## config.mk

```make
export PLATFORM = sky130hd
export DESIGN_NAME = edge_stamper
export DESIGN_NICKNAME = d
export VERILOG_FILES = /design/src/rtl/edge_stamper.sv
export SDC_FILE = /design/constraint.sdc
export NUM_CORES = 1
export LEC_CHECK = 0
export ABC_AREA = 0
export CAP_MARGIN = 0
export CORE_MARGIN = 8
export CORE_UTILIZATION = 43
export CTS_CLUSTER_DIAMETER = 100
export DETAILED_ROUTE_END_ITERATION = 8
export PLACE_DENSITY_LB_ADDON = 0.3
export SKIP_LAST_GASP = 1
export SLEW_MARGIN = 0
export SYNTH_ARGS = -nofsm -noshare
export SYNTH_HDL_FRONTEND = slang
export SYNTH_SLANG_ARGS = --single-unit
```

## constraint.sdc

```tcl
create_clock -name clk -period 3.3 [get_ports clk]
set_input_delay 0.66 -clock clk [delete_from_list [all_inputs] [get_ports clk]]
set_output_delay 0.66 -clock clk [all_outputs]
set_load 0.02 [all_outputs]
```

## src/rtl/edge_stamper.sv

```systemverilog
`timescale 1ns/1ps
// Synchronises sig_in, stamps selected edges with count+delay and pushes them to the timestamp FIFO.
// wr_en appears SYNC_STAGES+1 cycles after sig_in settles. Edges are dropped when full is high or during holdoff. EDGE_STAMPER_DROPCNT_EN adds drop_count.
module edge_stamper #(
  parameter int WIDTH       = 8,
  parameter int SYNC_STAGES = 2,
  parameter int EDGE        = 0,
  parameter int HOLDOFF     = 0
) (
  input  logic             clk,
  input  logic             n_reset,
  input  logic             sig_in,
  input  logic [WIDTH-1:0] count,
  input  logic [WIDTH-1:0] delay,
  input  logic             full,
  output logic             wr_en,
  output logic [WIDTH-1:0] wr_data,
  output logic             overflow,
  input  logic             clr_overflow
`ifdef EDGE_STAMPER_DROPCNT_EN
  ,
  output logic [15:0]      drop_count
`endif
);
  localparam int HC_W  = (HOLDOFF > 1) ? $clog2(HOLDOFF) : 1;
  localparam int ARM_W = $clog2(SYNC_STAGES + 2);
  localparam logic [ARM_W-1:0] ARM_DONE = ARM_W'(SYNC_STAGES + 1);
  localparam logic [HC_W-1:0]  HC_LOAD  = HC_W'((HOLDOFF > 0) ? HOLDOFF - 1 : 0);

  typedef enum logic [1:0] {IDLE, WRITE, HOLD} state_t;

  state_t                 state_q, state_d;
  logic [SYNC_STAGES-1:0] sync_q, sync_d;
  logic                   prev_q, prev_d;
  logic [ARM_W-1:0]       arm_q, arm_d;
  logic [HC_W-1:0]        hcnt_q, hcnt_d;
  logic [WIDTH-1:0]       wr_data_q, wr_data_d;
  logic                   overflow_q, overflow_d;

  logic sync_out, armed, rise, fall, edge_det, drop_full;

  assign sync_out = sync_q[SYNC_STAGES-1];
  // The chain clears in reset, so a level held through release looks like an edge until it has propagated.
  assign armed    = (arm_q == ARM_DONE);
  assign rise     = sync_out & ~prev_q;
  assign fall     = ~sync_out & prev_q;
  assign edge_det = armed & ((EDGE == 0) ? rise : (EDGE == 1) ? fall : (rise | fall));

  always_comb begin
    sync_d    = {sync_q[SYNC_STAGES-2:0], sig_in};
    prev_d    = sync_out;
    arm_d     = armed ? arm_q : arm_q + ARM_W'(1);
    state_d   = state_q;
    hcnt_d    = hcnt_q;
    wr_data_d = wr_data_q;
    drop_full = 1'b0;
    case (state_q)
      IDLE: begin
        if (edge_det) begin
          if (full) begin
            drop_full = 1'b1;
          end else begin
            state_d   = WRITE;
            wr_data_d = count + delay;
          end
        end
      end
      WRITE: begin
        if (HOLDOFF == 0) begin
          if (edge_det && !full) begin
            state_d   = WRITE;
            wr_data_d = count + delay;
          end else begin
            state_d   = IDLE;
            drop_full = edge_det;
          end
        end else begin
          state_d = HOLD;
          hcnt_d  = HC_LOAD;
        end
      end
      HOLD: begin
        if (hcnt_q == '0) begin
          state_d = IDLE;
        end else begin
          hcnt_d = hcnt_q - HC_W'(1);
        end
      end
      default: state_d = IDLE;
    endcase
    overflow_d = (overflow_q & ~clr_overflow) | drop_full;
  end

  always_ff @(posedge clk) begin
    if (!n_reset) begin
      sync_q     <= '0;
      prev_q     <= 1'b0;
      arm_q      <= '0;
      state_q    <= IDLE;
      hcnt_q     <= '0;
      wr_data_q  <= '0;
      overflow_q <= 1'b0;
    end else begin
      sync_q     <= sync_d;
      prev_q     <= prev_d;
      arm_q      <= arm_d;
      state_q    <= state_d;
      hcnt_q     <= hcnt_d;
      wr_data_q  <= wr_data_d;
      overflow_q <= overflow_d;
    end
  end

  assign wr_en    = (state_q == WRITE);
  assign wr_data  = wr_data_q;
  assign overflow = overflow_q;

`ifdef EDGE_STAMPER_DROPCNT_EN
  logic [15:0] drop_cnt_q, drop_cnt_d;
  logic        dropped;

  // An edge during the holdoff push cycle is lost as well, so it counts like one seen in HOLD.
  assign dropped = drop_full |
                   (edge_det & ((state_q == HOLD) || ((state_q == WRITE) && (HOLDOFF != 0))));

  always_comb begin
    drop_cnt_d = drop_cnt_q;
    if (clr_overflow) begin
      drop_cnt_d = '0;
    end
    if (dropped && (drop_cnt_d != 16'hFFFF)) begin
      drop_cnt_d = drop_cnt_d + 16'd1;
    end
  end

  always_ff @(posedge clk) begin
    if (!n_reset) begin
      drop_cnt_q <= '0;
    end else begin
      drop_cnt_q <= drop_cnt_d;
    end
  end

  assign drop_count = drop_cnt_q;
`endif
endmodule

```

==> key figures, run 1 <==
Finish
  • Fillers: 186
  • Final instance area: 1214 sq um
  • Multi-input gate area: 538.0 sq um
  • Fin util: 62.50%
  • Register Area: 300.3 sq um
  • Layout Nets: 156
  • Antenna cell count: 0
  • Layout cells sized above 1: 5.600%
  • Synth-to-layout area growth: 38.18%

Floorplan
  • IO Count: 31
  • Die H: 61.20 microns
  • Core ar.: 1942 sq um
  • Starting density of the core: 45.23%
  • Row cnt: 16
  • DIE WIDTH: 61.20 microns
  • Die ar.: 3745 sq um

Clocking
  • Clock Latency Late Sink: 0.29 ns
  • Root buf cell: clkbuf_4
  • Post-CTS Resized: 0
  • Inserted Clock Buffers: 3
  • Cts hold-fix bufs: 0
  • CTS tree: done
  • Clock transition at the registers of the reported paths: 0.09 ns
  • Clock tree buffer depth: 2
  • Clock net sink count: 15
  • H-tree depth: 1
  • Setup bufs post-CTS: 0

Route
  • Routed wire per std cell: 13.28 microns
  • Final WL: 2019 microns
  • Post-route ant nets: 0
  • DRC: 0
  • Initial DRC Count: 14
  • Vias per std cell: 5.158
  • DR pass1 iterations: 4
  • Routed vias: 784

Setup path
  • Flop2flop setup slack: 1.68 ns
  • Crit Path Max Fanout: 4
  • CP required: 3.49 ns
  • Setup crit start: count[0]
  • Critical path's largest stage delay: 0.47 ns
  • CP arrival: 2.37 ns
  • WS Path Type: input pin to flip-flop
  • Setup crit end kind: flip-flop
  • Crit-path slowest cell: clkdlybuf4s50_1
  • Reg2reg start: arm_q[0]
  • Worst path cell trace: clkdlybuf4s50_1, ha_1, inv_1, fa_1, nor2b_1, o21a_1, o21ai_0, a31o_1
  • WP buf/inv: 2
  • Cell family with most CP delay: adder cells
  • Startpoint types: input pin

Yosys
  • Synthesized area: 878.3 sq um
  • Synth top area share: 34.19%
  • Most area-consuming cells after synthesis: dfxtp_1 (34%), ha_1 (11%), nand2_1 (3.8%), a21boi_0 (3.4%), xnor2_1 (3.0%)
  • Ys flop type: dfxtp_1
  • Sequential share of the synthesized area: 34.19%
  • Count of different cell masters after synthesis: 40
  • Syn Inst Count: 95
  • Leading area contributor after synthesis: dfxtp_1
  • Synth Net Count: 125
  • Most common cell in the netlist: dfxtp_1
  • Async set-reset flop share out of synthesis: 0%
  • Yosys warning total: 0
  • Top cells by instance count after synthesis: dfxtp_1 (15), nand2_1 (9), ha_1 (8)
  • Yosys reg bits: 15
  • EDFF count, synth: 0
  • Avg Inst Size Synth: 9.246 sq um

STA
  • Fmax: 457.1 MHz
  • Final worst slack: 1.112 ns
  • Period utilization: 66.29%
  • Worst clock skew: 0.005723 ns
  • Setup TNS: 0 ns
  • Final setup vio count: 0
  • Min Tclk post-route: 2.188 ns
  • RSZ-0062 raised after global routing: false
  • Final slew viol count: 0
  • Slew headroom: 60.17%
  • Slew @ Worst Pin: 0.5955 ns
  • Final Hold Vio Count: 0

Placed design
  • Buffers on Ports: 30
  • Dpl hpwl: 1637 microns
  • Place WS: 0.8050 ns
  • Placer congestion estimate: 0.7763
  • Cell Area, Placed: 1187 sq um

GRT
  • Largest net degree at the start of global routing: 21
  • Global Route Usage Sum: 11.69%
  • Initial antenna violation count: 0
  • Vias in the first global route: 796
  • First-pass GRT wire length: 3284 microns
  • GR Overflow Total: 0

Power
  • Worst vdd rail ir drop: 0.0002626 V
  • Leak: 0.4637 nW
  • PwrDens: 322.7 nW/um^2
  • Total power: 391.7 uW

Run status
  • Result of the run: complete, no violations

Worst hold path
  • Hold_sp: sync_q[0]
  • Hold Path Class: flip-flop to flip-flop

Job
  • Max Cap Viol: 0
==> worst paths after layout <==
| path | endpoint | depth (start not counted) |
|---|---|---|
| min | sync_q[1] | 1 |
| max | wr_data[4] | 8 |
| min reg2reg | sync_q[1] | 1 |
| max reg2reg | wr_data[6] | 5 |
==> final cells by class <==
type,instances,area share (%)
Timing Repair Buffer,30,24.74
Multi-Input combinational cell,72,44.33
Inverter,4,1.237
Clock buffer,4,2.165
Tap cell,27,2.784
Sequential cell,15,24.74
==> logic make-up (layout without fill, tap and decap cells) <==
kind of cell    Yosys count  after routing  share of synthesized area (%)
simple gates             34             34                          24.07
compound gates           25             25                          19.38
flops                    15             15                          34.19
fa+ha+maj                 9              9                          13.68
buf+inv                   8             38                          4.556
xor+xnor                  3              3                          2.992
mux                       1              1                          1.140
==> stage by stage <==
step,hold slack [ns],instances
finish,0.4463,152
global route,0.4804,152
CTS,0.4539,152
detailed placement,0.4243,148
global placement,0.4196,148
floorplan,0.4119,95
==> routing by layer <==
| metal | share of wire (%) | track usage [%] |
|---|---|---|
| met4 | 2.2 | 5.980 |
| met2 | 48 | 19.85 |
| met5 | 0 | 0 |
| met3 | 5.5 | 4.593 |
| met1 | 44 | 12.17 |
==> flip-flops by register name (all words and copies together) (netlist names) <==
signal	cells
state_q	1
sync_q	2
prev_q	1
overflow	1
arm_q	2
wr_data	8
==> report_power, final <==
group | internal [mW] | switching (mW) | total [mW]
clock | 0.0471 | 0.0587 | 0.106
combinational | 0.0520 | 0.0406 | 0.0926
sequential | 0.189 | 0.00463 | 0.193
==> cells in the final DEF (no fill, tap or decap), drive strengths merged, types with 2 or more instances in the layout <==
cell | Yosys | layout
o21ai | 5 | 5
xnor2 | 3 | 3
nor2b | 2 | 2
nand4b | 2 | 2
and3 | 2 | 2
inv | 4 | 4
clkdlybuf4s50 | 0 | 30
dfxtp | 15 | 15
nor3b | 2 | 2
o311ai | 2 | 2
nand3 | 3 | 3
nor2 | 3 | 3
clkbuf | 2 | 4
and2 | 5 | 5
a21oi | 5 | 5
a21boi | 4 | 4
ha | 8 | 8
nand2 | 9 | 9
Power figures use the tool's default switching activity.
==> inputs of run 2 (changes only) <==
Clock period 3.3 ns to 2.2 ns, I/O delays scaled along.
==> run 2 against run 1 <==
Critical path depth unchanged; sequential cell count unchanged; register-to-register slack worse by 0.98 ns; count of clock-buffer cells in the layout down 1; die area unchanged; clock skew down 0.0045 ns; sequential power up 50%; final cell count up 1.3%; core utilization up 0.84 points; critical path type unchanged.
==> key figures, run 2 (same netlist as run 1, synthesis figures left out) <==
Setup path
  • Worst path cell trace: clkdlybuf4s50_1, ha_1, inv_1, fa_1, nor2b_1, o21a_1, o21ai_0, a31o_1
  • Setup crit end kind: flip-flop
  • Crit Path Max Fanout: 4
  • WP buf/inv: 2
  • WS Path Type: input pin to flip-flop
  • Critical path's largest stage delay: 0.47 ns
  • Startpoint types: input pin
  • CP required: 2.39 ns
  • CP arrival: 2.18 ns
  • Cell family with most CP delay: adder cells
  • Crit-path slowest cell: clkdlybuf4s50_1

Power
  • Worst vdd rail ir drop: 0.0005043 V
  • Leak: 0.4754 nW
  • PwrDens: 480.9 nW/um^2

Route
  • Initial DRC Count: 14
  • DRC: 0
  • DR WL met3: 111 microns
  • Routed vias: 797
  • Final WL: 2048 microns
  • Post-route ant nets: 0
  • DR top layer: met4
  • Routed wl met2: 1036 microns
  • Vias per std cell: 5.175
  • DR pass1 iterations: 5
  • Routed met1 length: 885 microns
  • Routed wire per std cell: 13.30 microns

STA
  • Final slew viol count: 0
  • Min Tclk post-route: 1.995 ns
  • Slew @ Worst Pin: 0.3968 ns
  • Fmax: 501.2 MHz
  • Period utilization: 90.70%
  • Final setup vio count: 0
  • Worst clock skew: 0.001248 ns
  • Slew headroom: 73.46%
  • Hold WS: 0.4419 ns
  • RSZ-0062 raised after global routing: false
  • Final Hold Vio Count: 0

Clocking
  • Clock transition at the registers of the reported paths: 0.09 ns
  • H-tree depth: 1
  • Clock tree buffer depth: 2
  • Inserted Clock Buffers: 3
  • CTS tree: done
  • Root buf cell: clkbuf_4
  • Post-CTS Resized: 0
  • Clock net sink count: 15
  • Cts hold-fix bufs: 0
  • Clock Latency Late Sink: 0.28 ns
  • Setup bufs post-CTS: 0

Placed design
  • Placer congestion estimate: 0.7828
  • Buffers on Ports: 30
  • Dpl hpwl: 1668 microns
  • Cell Area, Placed: 1202 sq um

Job
  • Max Cap Viol: 0

Finish
  • Final instance area: 1230 sq um
  • Layout cells sized above 1: 7.874%
  • Commonest non-fill, non-tap cell in the layout: clkdlybuf4s50_1
  • Fillers: 174
  • Layout Nets: 158
  • Synth-to-layout area growth: 40.03%
  • Antenna cell count: 0
  • Most frequent cells in the layout: clkdlybuf4s50_1 (30), dfxtp_1 (15), nand2_1 (9)
  • Max reg flops: 8

Run status
  • Result of the run: complete, no violations

Worst hold path
  • Hold Path Class: flip-flop to flip-flop

Floorplan
  • Starting density of the core: 45.23%
  • Die ar.: 3745 sq um
  • Core ar.: 1942 sq um
  • Die H: 61.20 microns
  • IO Count: 31
  • Row cnt: 16
  • DIE WIDTH: 61.20 microns

GRT
  • Initial antenna violation count: 0
  • Largest net degree at the start of global routing: 15
  • GR Overflow Total: 0
  • Vias in the first global route: 804
  • First-pass GRT wire length: 3374 microns
  • Global Route Usage Sum: 11.76%
run 2: power breakdown:
part	switching [mW]	internal, mW
logic	0.0616	0.0797
clock network	0.0932	0.0675
registers	0.00642	0.283
total	0.161	0.430
run 2: cell type report:
type / instances / area (sq um) / share of cell area, %
clock inverter: 1 / 5.005 / 0.4069
sequential: 15 / 300.3 / 24.42
multi-input combinational: 72 / 538.0 / 43.74
timing repair buffer: 32 / 315.3 / 25.64
clock buffer: 3 / 22.52 / 1.831
tap: 27 / 33.78 / 2.747
inverter: 4 / 15.01 / 1.221
run 2: worst paths after layout:
check | startpoint | end | slack [ns] | cells after the start
worst max-delay path | count[0] | wr_data[4] | 0.20 | 8
worst min-delay path | sync_q[0] | sync_q[1] | 0.44 | 1
worst max register to register | arm_q[0] | wr_data[6] | 0.70 | 5
worst min register to register | sync_q[0] | sync_q[1] | 0.44 | 1
run 2: layer usage:
| layer | global-route usage (%) | up-vias |
|---|---|---|
| met1 | 12.96 | 365 |
| li1 | - | 412 |
| met5 | 0 | - |
| met4 | 3.322 | 0 |
| met2 | 20.00 | 18 |
| met3 | 5.010 | 2 |
run 2: stage by stage:
stage / power [mW] / utilization [%] / setup TNS [ns] / setup WS (ns) / instances
finish: 0.5915 / 63.34 / 0 / 0.2047 / 154
global route: 0.6286 / 63.34 / 0 / 0.1417 / 154
CTS: 0.5988 / 63.34 / 0 / 0.2409 / 154
detailed placement: 0.4367 / 61.92 / -0.05520 / -0.05520 / 150
global placement: 0.4304 / 61.92 / 0 / 0.01802 / 150
floorplan: 0.3788 / - / 0 / 0.5248 / 95
==> RTL change 1 (config.mk and constraints of run 2) <==
Take the reset off `wr_data_q` and load it in a clocked block of its own.
--- a/src/rtl/edge_stamper.sv
+++ b/src/rtl/edge_stamper.sv
@@ -99,5 +99,4 @@
       state_q    <= IDLE;
       hcnt_q     <= '0;
-      wr_data_q  <= '0;
       overflow_q <= 1'b0;
     end else begin
@@ -107,7 +106,10 @@
       state_q    <= state_d;
       hcnt_q     <= hcnt_d;
-      wr_data_q  <= wr_data_d;
       overflow_q <= overflow_d;
     end
+  end
+
+  always_ff @(posedge clk) begin
+    wr_data_q <= wr_data_d;
   end
 
Behaviour: differs if n_reset is asserted again (counterexample within 10 cycles, from zero or initial values and one cycle with n_reset low); with n_reset held inactive, the same outputs for 10 cycles.
==> RTL change 1 against run 2 <==
  * Final area decreased by 3.3%
  * Sequential cell count unchanged
  * Total power is 8.5% higher
  * Area after synthesis shrank 7.1%
  * Sequential power rose by 9.7%
  * Routed wire length fell by 10%
  * Setup slack better by 0.060 ns
  * Critical path type unchanged
  * Via count fell by 17%
  * Largest power group unchanged
==> RTL change 1: results <==
set metrics [dict create \
    slew_headroom_pct 74.1 \
    async_reset_ff_share_pct 0 \
    htree_levels 1 \
    power.switching_mw 0.171 \
    synth_common_cells "edfxtp_1, ha_1, dfxtp_1" \
    yosysSeqAreaShare_pct 46.6 \
    grt_max_degree 10 \
    syn_avg_cell_area_um2 11.7 \
    hold_class "reg -> reg" \
    post-place-ws_ns -0.0673 \
    insertedDiodeCount 0 \
    clk_pin_slew_ns 0.10 \
    fin_cells 131 \
    use_met2_pct 22.0 \
    ys.flop_type "edfxtp_1" \
    arrival_ns 1.95 \
    grt_pass1_vias 710 \
    dr.pass1.iters 4 \
    p_leak_nw 0.456 \
    slowest_stage "clkdlybuf4s50_1" \
    yosys_warnings 0 \
    synth.area.top_cells "edfxtp_1, dfxtp_1, ha_1, and2_1, xnor2_1" \
    fill_cells 151 \
    postCtsSetupBuffers 0 \
    use_met3_pct 3.04 \
    synth-edff-count 8 \
    gp_congestion 0.689 \
    skew_ns 0.00884 \
    viasPerCell 5.07 \
    cts_resized 0 \
    cts.path.max_buffers 2 \
    grt_use_met1_pct 10.5 \
    grt_antenna_before_repair 0 \
    largest_reg_flops 8 \
    port_buffers 30 \
    ir_drop_uv 366 \
    grt.total_usage_pct 11.5 \
    root_buffer "clkbuf_4" \
    clkLatencyLatePin_ns 0.29 \
    ant_nets 0 \
    status "finished, final reports clean" \
    crit_fanout 3 \
    fin_nets 137 \
    hpwl_mm 1.55 \
    syn_nets 100 \
    wl_mm 1.84 \
    grt_pass1_wl_mm 3.06 \
    drtIter0Drc 9 \
    drive_above_1_share_pct 7.55 \
    yosys.cell_types.count 30 \
]
RTL change 1: kinds of logic after synthesis:
| logic type | after synthesis | synth area share (%) |
|---|---|---|
| and+or+nand+nor | 16 | 13.6 |
| buffers and inverters | 5 | 2.30 |
| DFF | 15 | 46.6 |
| xor gates and xnor gates | 5 | 5.37 |
| adders and majority gates | 9 | 14.7 |
| AOI/OAI and AO/OA | 19 | 16.1 |
| muxes | 1 | 1.23 |
RTL change 1: path summary, 6_finish.rpt:
check,from,to,slack [ns],cells past startpoint
worst min register to register,sync_q[0],sync_q[1],0.45,1
worst max-delay path,count[0],wr_data[6],0.27,7
worst min-delay path,sync_q[0],sync_q[1],0.45,1
worst max register to register,arm_q[0],wr_data[4],0.84,2
RTL change 1: power by group through the flow:
| stage | clock (mW) | combinational, mW | sequential [mW] |
|---|---|---|---|
| finish | 0.162 | 0.161 | 0.318 |
| global route | 0.172 | 0.179 | 0.320 |
| CTS | 0.161 | 0.162 | 0.318 |
| detailed placement | 0 | 0.161 | 0.325 |
| global placement | 0 | 0.153 | 0.324 |
| floorplan | 0 | 0.0965 | 0.324 |
RTL change 1: per-stage QoR:
step           power, mW  hold WS (ns)  TNS [ns]  util (%)  area (µm²)
2_1_floorplan      0.421         0.406         0         -         816
3_3_place_gp       0.476         0.409         0      65.9        1160
4_1_cts            0.642         0.469         0      67.4        1190
6_report           0.642         0.450         0      67.4        1190
5_1_grt            0.671         0.486         0      67.4        1190
3_5_place_dp       0.486         0.452   -0.0723      65.9        1160
RTL change 1: area by class of cell:
class	count	area [µm²]	area share, %
tap	25	31.3	2.63
clock buffer	3	22.5	1.89
multi-input combinational	50	417	35.0
clock inverter	1	5.00	0.421
sequential	15	380	32.0
timing repair buffer	32	315	26.5
inverter	5	18.8	1.58
RTL change 1: layer usage:
layer	vias to the layer above	wire length, µm
met2	19	967
met1	308	769
met3	4	63
li1	333	-
met5	-	0
met4	0	38
==> RTL change 2 (settings of run 2) <==
Without the edit above. The option `EDGE_STAMPER_DROPCNT_EN` is turned on by a define.
--- a/src/rtl/edge_stamper.sv
+++ b/src/rtl/edge_stamper.sv
@@ -2,4 +2,6 @@
 // Synchronises sig_in, stamps selected edges with count+delay and pushes them to the timestamp FIFO.
 // wr_en appears SYNC_STAGES+1 cycles after sig_in settles. Edges are dropped when full is high or during holdoff. EDGE_STAMPER_DROPCNT_EN adds drop_count.
+`define EDGE_STAMPER_DROPCNT_EN
+
 module edge_stamper #(
   parameter int WIDTH       = 8,
Function (old outputs only; new: drop_count): kept (equiv_simple and equiv_induct, registers matched by name and starting in step).
==> RTL change 2 against run 2 <==
  * Final cell count up 95%
  * Non-clock buffer count increased by 26
  * Routed wire length rose by 100%
  * Total power is 100% higher
  * Sequential cell count rose by 16
  * Area after synthesis rose by 100%
  * Register-to-register slack worse by 0.23 ns
  * Setup slack improved by 0.040 ns
  * Largest cell class unchanged
  * Core utilization decreased by 2.3 points
  * Critical path depth unchanged
  * Final area rose by 98%
==> RTL change 2: results <==
set metrics [dict create \
    fin_nets 280 \
    wl_mm 4.16 \
    wl_met2_mm 1.96 \
    grt_pass1_wl_mm 6.84 \
    syn_nets 225 \
    detail_route.wl_per_cell_um 13.9 \
    r2r-end "drop_count[11]" \
    use_met2_pct 21.3 \
    status "finished, final reports clean" \
    hpwl_mm 3.27 \
    skew_ns 0.00533 \
    grt.total_usage_pct 13.2 \
    htree_levels 2 \
    yosysSeqAreaShare_pct 34.5 \
    grt_max_degree 19 \
    synth.area.top_cells "dfxtp_1, ha_1, mux2i_1, and2_1, nand2_1" \
    grt_use_met1_pct 15.5 \
    use_met3_pct 3.68 \
    dr.pass1.iters 4 \
    drive_above_1_share_pct 10.4 \
    port_buffers 46 \
    largest_reg_flops 16 \
    yosys.cell_types.count 50 \
    arrival_ns 2.13 \
    clk_pin_slew_ns 0.06 \
    numCtsBuffers 5 \
    synth_cells 195 \
    routedLengthMet1_mm 1.90 \
]
RTL change 2: cell types whose count changed after synthesis, moves of 4 or more:
cell	change
dfxtp_1	+16
nand2b_1	+6
nand3_1	+4
nand4_1	+5
and2_1	+7
a211oi_1	+5
nand2_1	+9
mux2i_1	+9
clkbuf_1	+4
RTL change 2: final cells by class:
type / instances / area, µm²
Clock buffer: 6 / 82.6
Clock inverter: 1 / 5.00
Fill cell: 392 / 1560
Inverter: 6 / 22.5
Multi-Input combinational cell: 148 / 1100
Sequential cell: 31 / 621
Tap cell: 50 / 62.6
Timing Repair Buffer: 58 / 551
RTL change 2: worst max-delay path: cells and delay by family:
family | cells | cell delay [ns]
adder cells (fa/ha/maj) | 2 | 0.53
AND/OR/NAND/NOR | 1 | 0.12
buffers and inverters | 2 | 0.51
AO/OA/AOI/OAI | 3 | 0.52
RTL change 2: cell families after synthesis:
| group | count (synthesis) | synth area share [%] |
|---|---|---|
| muxes | 10 | 5.57 |
| buffers and inverters | 16 | 4.52 |
| DFF | 31 | 34.5 |
| adders and majority gates | 9 | 6.68 |
| and+or+nand+nor | 84 | 30.2 |
| xor gates and xnor gates | 3 | 1.46 |
| AOI/OAI and AO/OA | 42 | 17.0 |
RTL change 2: worst min-delay path by stage:
stage,from,endpoint,depth (start not counted)
final,sync_q[0],sync_q[1],1
after global routing,sync_q[0],sync_q[1],1
after CTS,sync_q[0],sync_q[1],1
after detailed placement,sync_q[0],sync_q[1],1
after global placement,sync_q[0],sync_q[1],1
after floorplan,sync_q[0],sync_q[1],1
RTL change 2: power breakdown:
group	switching (mW)	internal, mW	total (mW)
clock network	0.203	0.245	0.448
registers	0.00676	0.573	0.580
logic	0.0745	0.0949	0.169
total	0.284	0.913	1.20
